**src/rtl/fetch_prefetch_pkg.sv**
```systemverilog
// Shared types and constants for the instruction-fetch front end.
package fetch_prefetch_pkg;

  typedef logic [31:0] arch_reg;

  typedef struct packed {
    arch_reg pc;
    arch_reg instr;
  } fetch_entry_t;

  localparam arch_reg FETCH_RESET_PC = 32'h0100_0000;
  localparam arch_reg PC_STEP        = 32'd4;

  function automatic arch_reg word_align(arch_reg addr);
    return addr & ~32'h3;
  endfunction

endpackage

```
**src/rtl/fetch_prefetch_if.sv**
```systemverilog
// Redirect, instruction-memory and decode-side handshake signals of the fetch front end.
interface fetch_prefetch_if;
  import fetch_prefetch_pkg::*;

  logic    set_PC;
  arch_reg new_PC;
  logic    imem_req_valid;
  logic    imem_req_ready;
  arch_reg imem_req_addr;
  logic    imem_rsp_valid;
  arch_reg imem_rsp_data;
  logic    instr_valid;
  logic    instr_ready;
  arch_reg PC_out;
  arch_reg instr;

  modport master (
    input  set_PC, new_PC, imem_req_ready, imem_rsp_valid, imem_rsp_data, instr_ready,
    output imem_req_valid, imem_req_addr, instr_valid, PC_out, instr
  );

  modport slave (
    output set_PC, new_PC, imem_req_ready, imem_rsp_valid, imem_rsp_data, instr_ready,
    input  imem_req_valid, imem_req_addr, instr_valid, PC_out, instr
  );

endinterface

```
**src/rtl/fetch_prefetch_queue.sv**
```systemverilog
// In-order prefetch FIFO of {pc, instr} entries; flush empties it and overrides push/pop.
module fetch_prefetch_queue
  import fetch_prefetch_pkg::*;
#(
  parameter int unsigned DEPTH = 4,
  localparam int unsigned CW   = $clog2(DEPTH + 1)
) (
  input  logic         clock,
  input  logic         reset,
  input  logic         flush,
  input  logic         push,
  input  fetch_entry_t push_data,
  input  logic         pop,
  output logic         full,
  output logic         empty,
  output logic [CW-1:0] count,
  output fetch_entry_t head
);

  localparam int unsigned PW = $clog2(DEPTH);

  fetch_entry_t  mem_q [DEPTH];
  logic [PW-1:0] wr_ptr_q, rd_ptr_q;
  logic [CW-1:0] count_q;
  logic          do_push, do_pop;

  assign empty   = (count_q == '0);
  assign full    = (count_q == CW'(DEPTH));
  assign count   = count_q;
  assign head    = mem_q[rd_ptr_q];
  assign do_pop  = pop && !empty && !flush;
  assign do_push = push && !flush && (!full || do_pop);

  // DEPTH is a power of two, so the pointers wrap on their own.
  always_ff @(posedge clock) begin
    if (reset || flush) begin
      wr_ptr_q <= '0;
      rd_ptr_q <= '0;
      count_q  <= '0;
    end else begin
      if (do_push) wr_ptr_q <= wr_ptr_q + PW'(1);
      if (do_pop)  rd_ptr_q <= rd_ptr_q + PW'(1);
      count_q <= count_q + CW'(do_push) - CW'(do_pop);
    end
  end

  always_ff @(posedge clock) begin
    if (do_push) mem_q[wr_ptr_q] <= push_data;
  end

endmodule

```
**src/rtl/fetch_prefetch.sv**
```systemverilog
// Sequential instruction prefetcher: credit-limited imem requests, prefetch queue to decode,
// redirect flushes the queue and discards every in-flight response.
module fetch_prefetch
  import fetch_prefetch_pkg::*;
#(
  parameter arch_reg     RESET_PC        = FETCH_RESET_PC,
  parameter int unsigned QUEUE_DEPTH     = 4,
  parameter int unsigned MAX_OUTSTANDING = 2
) (
  input logic              clock,
  input logic              reset,
  fetch_prefetch_if.master bus
);

  localparam int unsigned CW = $clog2(QUEUE_DEPTH + 1);
  localparam logic [CW:0]   DepthLim = (CW + 1)'(QUEUE_DEPTH);
  localparam logic [CW-1:0] OutLim   = CW'(MAX_OUTSTANDING);

  typedef logic [CW-1:0] cnt_t;

  arch_reg      fetch_pc_q, fetch_pc_d;
  arch_reg      rsp_pc_q, rsp_pc_d;
  cnt_t         outstanding_q, outstanding_d;
  cnt_t         drop_cnt_q, drop_cnt_d;
  cnt_t         q_count;
  logic         q_full, q_empty, q_push, q_pop;
  logic         req_fire, rsp_keep;
  logic [CW:0]  credits_used;
  fetch_entry_t q_head, q_in;

  // Queue slots are reserved at request time, so a response can never find the queue full.
  assign credits_used       = {1'b0, q_count} + {1'b0, outstanding_q};
  assign bus.imem_req_valid = !reset && !bus.set_PC && (credits_used < DepthLim)
                              && (outstanding_q < OutLim);
  assign bus.imem_req_addr  = fetch_pc_q;
  assign req_fire           = bus.imem_req_valid && bus.imem_req_ready;

  assign rsp_keep = bus.imem_rsp_valid && (drop_cnt_q == '0);
  assign q_push   = rsp_keep && !bus.set_PC;
  assign q_in     = '{pc: rsp_pc_q, instr: bus.imem_rsp_data};

  assign bus.instr_valid = !reset && !q_empty;
  assign bus.PC_out      = q_head.pc;
  assign bus.instr       = q_head.instr;
  assign q_pop           = bus.instr_valid && bus.instr_ready;

  always_comb begin
    fetch_pc_d    = fetch_pc_q;
    rsp_pc_d      = rsp_pc_q;
    drop_cnt_d    = drop_cnt_q;
    outstanding_d = outstanding_q + cnt_t'(req_fire) - cnt_t'(bus.imem_rsp_valid);
    if (bus.set_PC) begin
      fetch_pc_d = word_align(bus.new_PC);
      rsp_pc_d   = word_align(bus.new_PC);
      // Everything still in flight belongs to the old stream, including this cycle's response.
      drop_cnt_d = outstanding_q - cnt_t'(bus.imem_rsp_valid);
    end else begin
      if (req_fire) fetch_pc_d = fetch_pc_q + PC_STEP;
      if (q_push)   rsp_pc_d   = rsp_pc_q + PC_STEP;
      if (bus.imem_rsp_valid && (drop_cnt_q != '0)) drop_cnt_d = drop_cnt_q - cnt_t'(1);
    end
  end

  always_ff @(posedge clock) begin
    if (reset) begin
      fetch_pc_q    <= RESET_PC;
      rsp_pc_q      <= RESET_PC;
      outstanding_q <= '0;
      drop_cnt_q    <= '0;
    end else begin
      fetch_pc_q    <= fetch_pc_d;
      rsp_pc_q      <= rsp_pc_d;
      outstanding_q <= outstanding_d;
      drop_cnt_q    <= drop_cnt_d;
      assert (!(q_push && q_full)) else $error("fetch queue overflow");
      assert (outstanding_d <= OutLim) else $error("outstanding limit exceeded");
    end
  end

  fetch_prefetch_queue #(
    .DEPTH (QUEUE_DEPTH)
  ) u_queue (
    .clock     (clock),
    .reset     (reset),
    .flush     (bus.set_PC),
    .push      (q_push),
    .push_data (q_in),
    .pop       (q_pop),
    .full      (q_full),
    .empty     (q_empty),
    .count     (q_count),
    .head      (q_head)
  );

endmodule

```
**src/flat_wrapper.sv**
```systemverilog
// flat-port wrapper written by rule: the top's interface ports become plain ports
module fetch_prefetch_flat import fetch_prefetch_pkg::*;
#(
  parameter arch_reg     RESET_PC        = FETCH_RESET_PC,
  parameter int unsigned QUEUE_DEPTH     = 4,
  parameter int unsigned MAX_OUTSTANDING = 2
)
  (clock, reset, bus_set_PC, bus_new_PC, bus_imem_req_ready, bus_imem_rsp_valid, bus_imem_rsp_data, bus_instr_ready, bus_imem_req_valid, bus_imem_req_addr, bus_instr_valid, bus_PC_out, bus_instr);
  fetch_prefetch_if bus_i ();
  input logic clock;
  input logic reset;
  input wire logic [$bits(bus_i.set_PC)-1:0] bus_set_PC;
  input wire logic [$bits(bus_i.new_PC)-1:0] bus_new_PC;
  input wire logic [$bits(bus_i.imem_req_ready)-1:0] bus_imem_req_ready;
  input wire logic [$bits(bus_i.imem_rsp_valid)-1:0] bus_imem_rsp_valid;
  input wire logic [$bits(bus_i.imem_rsp_data)-1:0] bus_imem_rsp_data;
  input wire logic [$bits(bus_i.instr_ready)-1:0] bus_instr_ready;
  output wire logic [$bits(bus_i.imem_req_valid)-1:0] bus_imem_req_valid;
  output wire logic [$bits(bus_i.imem_req_addr)-1:0] bus_imem_req_addr;
  output wire logic [$bits(bus_i.instr_valid)-1:0] bus_instr_valid;
  output wire logic [$bits(bus_i.PC_out)-1:0] bus_PC_out;
  output wire logic [$bits(bus_i.instr)-1:0] bus_instr;
  assign bus_i.set_PC = bus_set_PC;
  assign bus_i.new_PC = bus_new_PC;
  assign bus_i.imem_req_ready = bus_imem_req_ready;
  assign bus_i.imem_rsp_valid = bus_imem_rsp_valid;
  assign bus_i.imem_rsp_data = bus_imem_rsp_data;
  assign bus_i.instr_ready = bus_instr_ready;
  assign bus_imem_req_valid = bus_i.imem_req_valid;
  assign bus_imem_req_addr = bus_i.imem_req_addr;
  assign bus_instr_valid = bus_i.instr_valid;
  assign bus_PC_out = bus_i.PC_out;
  assign bus_instr = bus_i.instr;
  fetch_prefetch #(.RESET_PC(RESET_PC), .QUEUE_DEPTH(QUEUE_DEPTH), .MAX_OUTSTANDING(MAX_OUTSTANDING)) u_core (.clock(clock), .reset(reset), .bus(bus_i));
endmodule
```
**config.mk**
```make
export PLATFORM = sky130hd
export DESIGN_NAME = fetch_prefetch_flat
export DESIGN_NICKNAME = d
export VERILOG_FILES = /design/src/rtl/fetch_prefetch_pkg.sv /design/src/rtl/fetch_prefetch_if.sv /design/src/rtl/fetch_prefetch_queue.sv /design/src/rtl/fetch_prefetch.sv /design/src/flat_wrapper.sv
export SDC_FILE = /design/constraint.sdc
export NUM_CORES = 1
export LEC_CHECK = 0
export CAP_MARGIN = 20
export CORE_UTILIZATION = 34
export DETAILED_ROUTE_END_ITERATION = 8
export PLACE_DENSITY = 0.64
export SETUP_SLACK_MARGIN = 0.15
export SLEW_MARGIN = 30
export SYNTH_ARGS = -nofsm -noshare
export SYNTH_HDL_FRONTEND = slang
export SYNTH_SLANG_ARGS = --single-unit
export TNS_END_PERCENT = 1
```
**constraint.sdc**
```tcl
create_clock -name clock -period 6.1 [get_ports clock]
set_input_delay 1.525 -clock clock [delete_from_list [all_inputs] [get_ports clock]]
set_output_delay 1.525 -clock clock [all_outputs]
set_load 0.02 [all_outputs]
```
==> impl_summary.md <==
Power and ir drop
The power per standard cell area is 310 nW/um2. The leakage power total is 5.36 nW. The design draws a little over 5 mW. Across the VDD grid, the largest voltage drop is approximately 0.17 mV.

Clock tree
Buffers added to address setup during post-CTS repair amount to 0. In this run the deepest clock path goes through 3 buffers. The root cell of the clock tree is sky130_fd_sc_hd__clkbuf_16. The clock transition at the register clock pins on the worst setup and hold paths after CTS is about 0.060 ns. The latest clock arrival within the worst-skew pair is 0.52 ns. CTS saw 323 sinks. TritonCTS built the clock tree. TritonCTS created 35 clock buffers. The number of levels in the clock H-tree is 2.

After clock tree synthesis, the flow added hold-fix buffers numbering 0. In this run, post-CTS repair resized a total of 0 instances.

Critical path
Grouping stages by cell kind, the critical path spends the most delay in buffers and inverters. The worst register-to-register path has a depth of 12. The critical path is of the primary input to primary output type. The start of the worst register-to-register path is u_core.drop_cnt_q[0]. For this run, the slowest stage of the critical path takes between 0.6 and 0.7 ns. The library cell appearing most often on the critical path is sky130_fd_sc_hd__clkdlybuf4s50_1. The launching element of the worst setup path is bus_set_PC.

The setup check on the worst reg-to-reg path leaves a slack of 2.89 ns. The signal arrival time at the worst endpoint is between 3 and 4 ns. The endpoint of the worst-slack reg-to-reg timing path is u_core.u_queue.count[2].

The signal on the critical path passes through clkdlybuf4s50_1 -> nor2_1 -> and3_1 -> clkdlybuf4s50_1. Data on the critical path is required at its endpoint by between 4 and 5 ns. The kind of end point of the critical path is a primary output. The capturing instance or port of the critical path is bus_imem_req_valid. The highest fanout seen on the critical path is 7. The number of buffers and inverters on the critical path is 2. Among all stages on the critical path, the largest delay is contributed by sky130_fd_sc_hd__clkdlybuf4s50_1. The worst setup path is launched from a primary input. The cell count along the critical path is 4.

Floorplan
The die is just under 200 um wide. The number of placement rows is 71. The total area inside the core boundary comes to 37800 um2. The initial core utilization is 0.347. From bottom edge to top edge, the die measures between 150 and 200 um. The die covers ~39000 um2.

During I/O placement, the number of pins put on the boundary was approximately 170.

STA
The final count of hold timing violations is 0. The final sum of negative setup slack is 0 ns. The highest clock frequency the design can meet is between 0.2 and 0.25 GHz. Between clock sinks in the finished design, the worst skew comes to between 0.015 and 0.02 ns.

Across all hold checks on the routed design, the worst slack comes to 0.538 ns. At the pin with the least slew margin, the transition time is around 0.94 ns. The count of final max-slew check failures came to 0. The final setup violation count is 0. The relative max-transition margin is 0.370. Once routing completed, OpenROAD measured the worst setup slack at between 1 and 1.5 ns. The worst path needs a little under 5 ns of the cycle, external delays included.

Setup repair after global routing left no endpoint under its margin. The final period utilization is 0.808.

Logic synthesis
Of the synthesized area, sequential elements account for 0.681. Sorting the synthesized cells by area gives the leading types as sky130_fd_sc_hd__edfxtp_1, sky130_fd_sc_hd__dfxtp_1, sky130_fd_sc_hd__mux4_2. The synthesized netlist contains 54 unique library cells.

The post-synthesis cell type with the largest combined area is sky130_fd_sc_hd__edfxtp_1. The number of flops mapped to enable cells by yosys is around 250. Averaged over all synthesized cells, the footprint is 16.0 um2. In this run, synthesis produced a sequential element count of roughly 320. Synthesis produced a netlist whose cell count is 823. The count of synthesis-stage warnings from yosys is 0.

Of the post-synthesis cell area, the dominant cell type holds 0.567. The cell area after technology mapping is approximately 13000 um2. The top flip-flop cell by instance count after synthesis is sky130_fd_sc_hd__edfxtp_1. The share of flip-flops with an asynchronous set or reset after synthesis is 0.

Routing
In the final routed layout, each cell accounts on average for between 15 and 20 um. The first-pass detailed-route iteration total is 5. After detailed routing, the total wire length is about 29 mm. The final route contains 7550 vias. The count of nets left with antenna violations once routing finished came out at 0. For this block, the initial DRC count from the detailed router was 365. Dividing the detail-routed via count by the number of cells gives a little under 5. For this run, design rule violations remaining after detail routing come to 0.

Finish
The area of the multi-input gates is between 3000 and 4000 um2. Summing all flip-flop and latch instances after layout gives ~9000 um2. The count of filler cells inserted in the layout is between 3000 and 4000. The net count of the finished layout is between 1000 and 1500.

In the layout the commonest cells are sky130_fd_sc_hd__edfxtp_1, sky130_fd_sc_hd__clkdlybuf4s50_1, sky130_fd_sc_hd__dfxtp_1. Leaving out fill and tap cells, the most frequent cell in the layout is sky130_fd_sc_hd__edfxtp_1. With fillers left out, the area of the finished cells amounts to between 15000 and 20000 um2. 0 antenna diodes ended up in the layout. The layout overhead on the synthesized area is 25.9%. In the final layout, the share of cells above drive strength 1 is 0.147.

GRT
The initial antenna violation count is 0. The aggregate global-route resource usage is 0.147. Entering global routing, the biggest net connects 43 pins.

The number of global-route vias before repair is 7713. The first global-routing pass estimated approximately 44 mm of wire. The remaining global-route overflow is 0.

Outcome
The flow ran to the end, and the final reports show no timing, DRC or antenna violations.

Placed design
The HPWL after detailed placement is about 19 mm. The routability congestion estimate is 0.813. The number of port buffers is roughly 160. Prior to clock tree synthesis, the placed netlist has a worst setup slack of roughly 1.2 ns. After detailed placement, the total cell area comes to 15400 um2.

Job
The number of max-capacitance violations reported is 0.

Hold path
The path class of the tightest hold or removal check is flip-flop to flip-flop.
## metal layers
layer / track usage / vias to the layer above / share of wire
li1: - / 3515 / -
met3: 0.0288 / 35 / 0.062
met5: 0 / - / 0
met1: 0.208 / 3758 / 0.46
met4: 0.0387 / 0 / 0.018
met2: 0.232 / 242 / 0.46
## area by class of cell
class | count | area share
multi-input cells | 416 | 0.233
well taps | 511 | 0.0386
repair buffers | 173 | 0.105
clock inverters | 23 | 0.0159
inverters | 46 | 0.0104
flip-flops and latches | 323 | 0.541
clock buffers | 41 | 0.0562
## kinds of logic after synthesis
| family | Yosys count | share of synthesized area |
|---|---|---|
| AO/OA/AOI/OAI | 99 | 0.0510 |
| adder cells (fa/ha/maj) | 19 | 0.0192 |
| buffers and inverters | 87 | 0.0269 |
| AND/OR/NAND/NOR | 171 | 0.0741 |
| flip-flops | 323 | 0.681 |
| XOR/XNOR | 57 | 0.0380 |
| other | 1 | 0.000285 |
| multiplexers | 66 | 0.109 |
## synth_stat cells, types with 2 or more instances
| cell type | instances |
|---|---|
| sky130_fd_sc_hd__nor4_2 | 3 |
| sky130_fd_sc_hd__and4_2 | 2 |
| sky130_fd_sc_hd__buf_2 | 3 |
| sky130_fd_sc_hd__nand2_1 | 25 |
| sky130_fd_sc_hd__a21boi_0 | 34 |
| sky130_fd_sc_hd__o22ai_1 | 4 |
| sky130_fd_sc_hd__a21oi_1 | 30 |
| sky130_fd_sc_hd__a21boi_1 | 2 |
| sky130_fd_sc_hd__xnor2_1 | 43 |
| sky130_fd_sc_hd__buf_4 | 4 |
| sky130_fd_sc_hd__and3_1 | 11 |
| sky130_fd_sc_hd__and4_1 | 8 |
| sky130_fd_sc_hd__clkbuf_1 | 28 |
| sky130_fd_sc_hd__and2_1 | 9 |
| sky130_fd_sc_hd__a31oi_1 | 4 |
| sky130_fd_sc_hd__inv_1 | 46 |
| sky130_fd_sc_hd__buf_1 | 5 |
| sky130_fd_sc_hd__a211oi_1 | 8 |
| sky130_fd_sc_hd__nor3b_1 | 2 |
| sky130_fd_sc_hd__mux2i_1 | 4 |
| sky130_fd_sc_hd__xor2_1 | 14 |
| sky130_fd_sc_hd__o21bai_1 | 5 |
| sky130_fd_sc_hd__nor2_1 | 28 |
| sky130_fd_sc_hd__or3_1 | 2 |
| sky130_fd_sc_hd__nand3_1 | 24 |
| sky130_fd_sc_hd__a21o_1 | 3 |
| sky130_fd_sc_hd__nand4_1 | 11 |
| sky130_fd_sc_hd__edfxtp_1 | 248 |
| sky130_fd_sc_hd__nor4_1 | 13 |
| sky130_fd_sc_hd__nand3b_1 | 2 |
| sky130_fd_sc_hd__dfxtp_1 | 75 |
| sky130_fd_sc_hd__mux4_2 | 62 |
| sky130_fd_sc_hd__or4_1 | 6 |
| sky130_fd_sc_hd__fa_1 | 2 |
| sky130_fd_sc_hd__nor3_1 | 14 |
| sky130_fd_sc_hd__or2_2 | 3 |
| sky130_fd_sc_hd__ha_1 | 17 |
| sky130_fd_sc_hd__o311ai_0 | 3 |
## stage by stage
stage	util	instances
3_3_place_gp	0.406	1469
2_1_floorplan	-	826
4_1_cts	0.437	1533
3_5_place_dp	0.406	1469
6_report	0.437	1533
5_1_grt	0.437	1533
## where the power goes
part / internal, mW / switching [mW] / leakage [nW] / total [mW]
Sequential: 2.45 / 0.0681 / 2.88 / 2.51
Clock: 1.31 / 0.858 / 0.574 / 2.17
Combinational: 0.209 / 0.227 / 1.91 / 0.435
## worst min-delay path by stage
stage | slack, ns | depth (start not counted) | start | endpoint
detailed placement | 0.53 | 1 | u_core.bus.imem_req_addr[20] | u_core.bus.imem_req_addr[20]
finish | 0.54 | 2 | u_core.u_queue.rd_ptr_q[0] | u_core.u_queue.rd_ptr_q[0]
global route | 0.57 | 0 | u_core.rsp_pc_q[17] | u_core.u_queue.mem_q[2][49]
global placement | 0.51 | 2 | u_core.u_queue.rd_ptr_q[1] | flip-flop
floorplan | 0.46 | 0 | u_core.rsp_pc_q[22] | u_core.u_queue.mem_q[0][54]
CTS | 0.54 | 0 | u_core.rsp_pc_q[17] | u_core.u_queue.mem_q[3][49]
## tightest hold or removal path, cell delays in order, from the launching register on
cell and delay (ns):
sky130_fd_sc_hd__dfxtp_1 0.34, sky130_fd_sc_hd__xnor2_1 0.09, sky130_fd_sc_hd__nor2_1 0.08
## registers in the layout (all words and copies together), names as in the netlist, named ones only
signal                    cells
u_core.u_queue.rd_ptr_q       2
u_core.u_queue.count          3
u_core.outstanding_q          3
u_core.u_queue.wr_ptr_q       2
u_core.bus.imem_req_addr     30
u_core.u_queue.mem_q        248
u_core.drop_cnt_q             3
u_core.rsp_pc_q              30
Power figures use the tool's default switching activity.
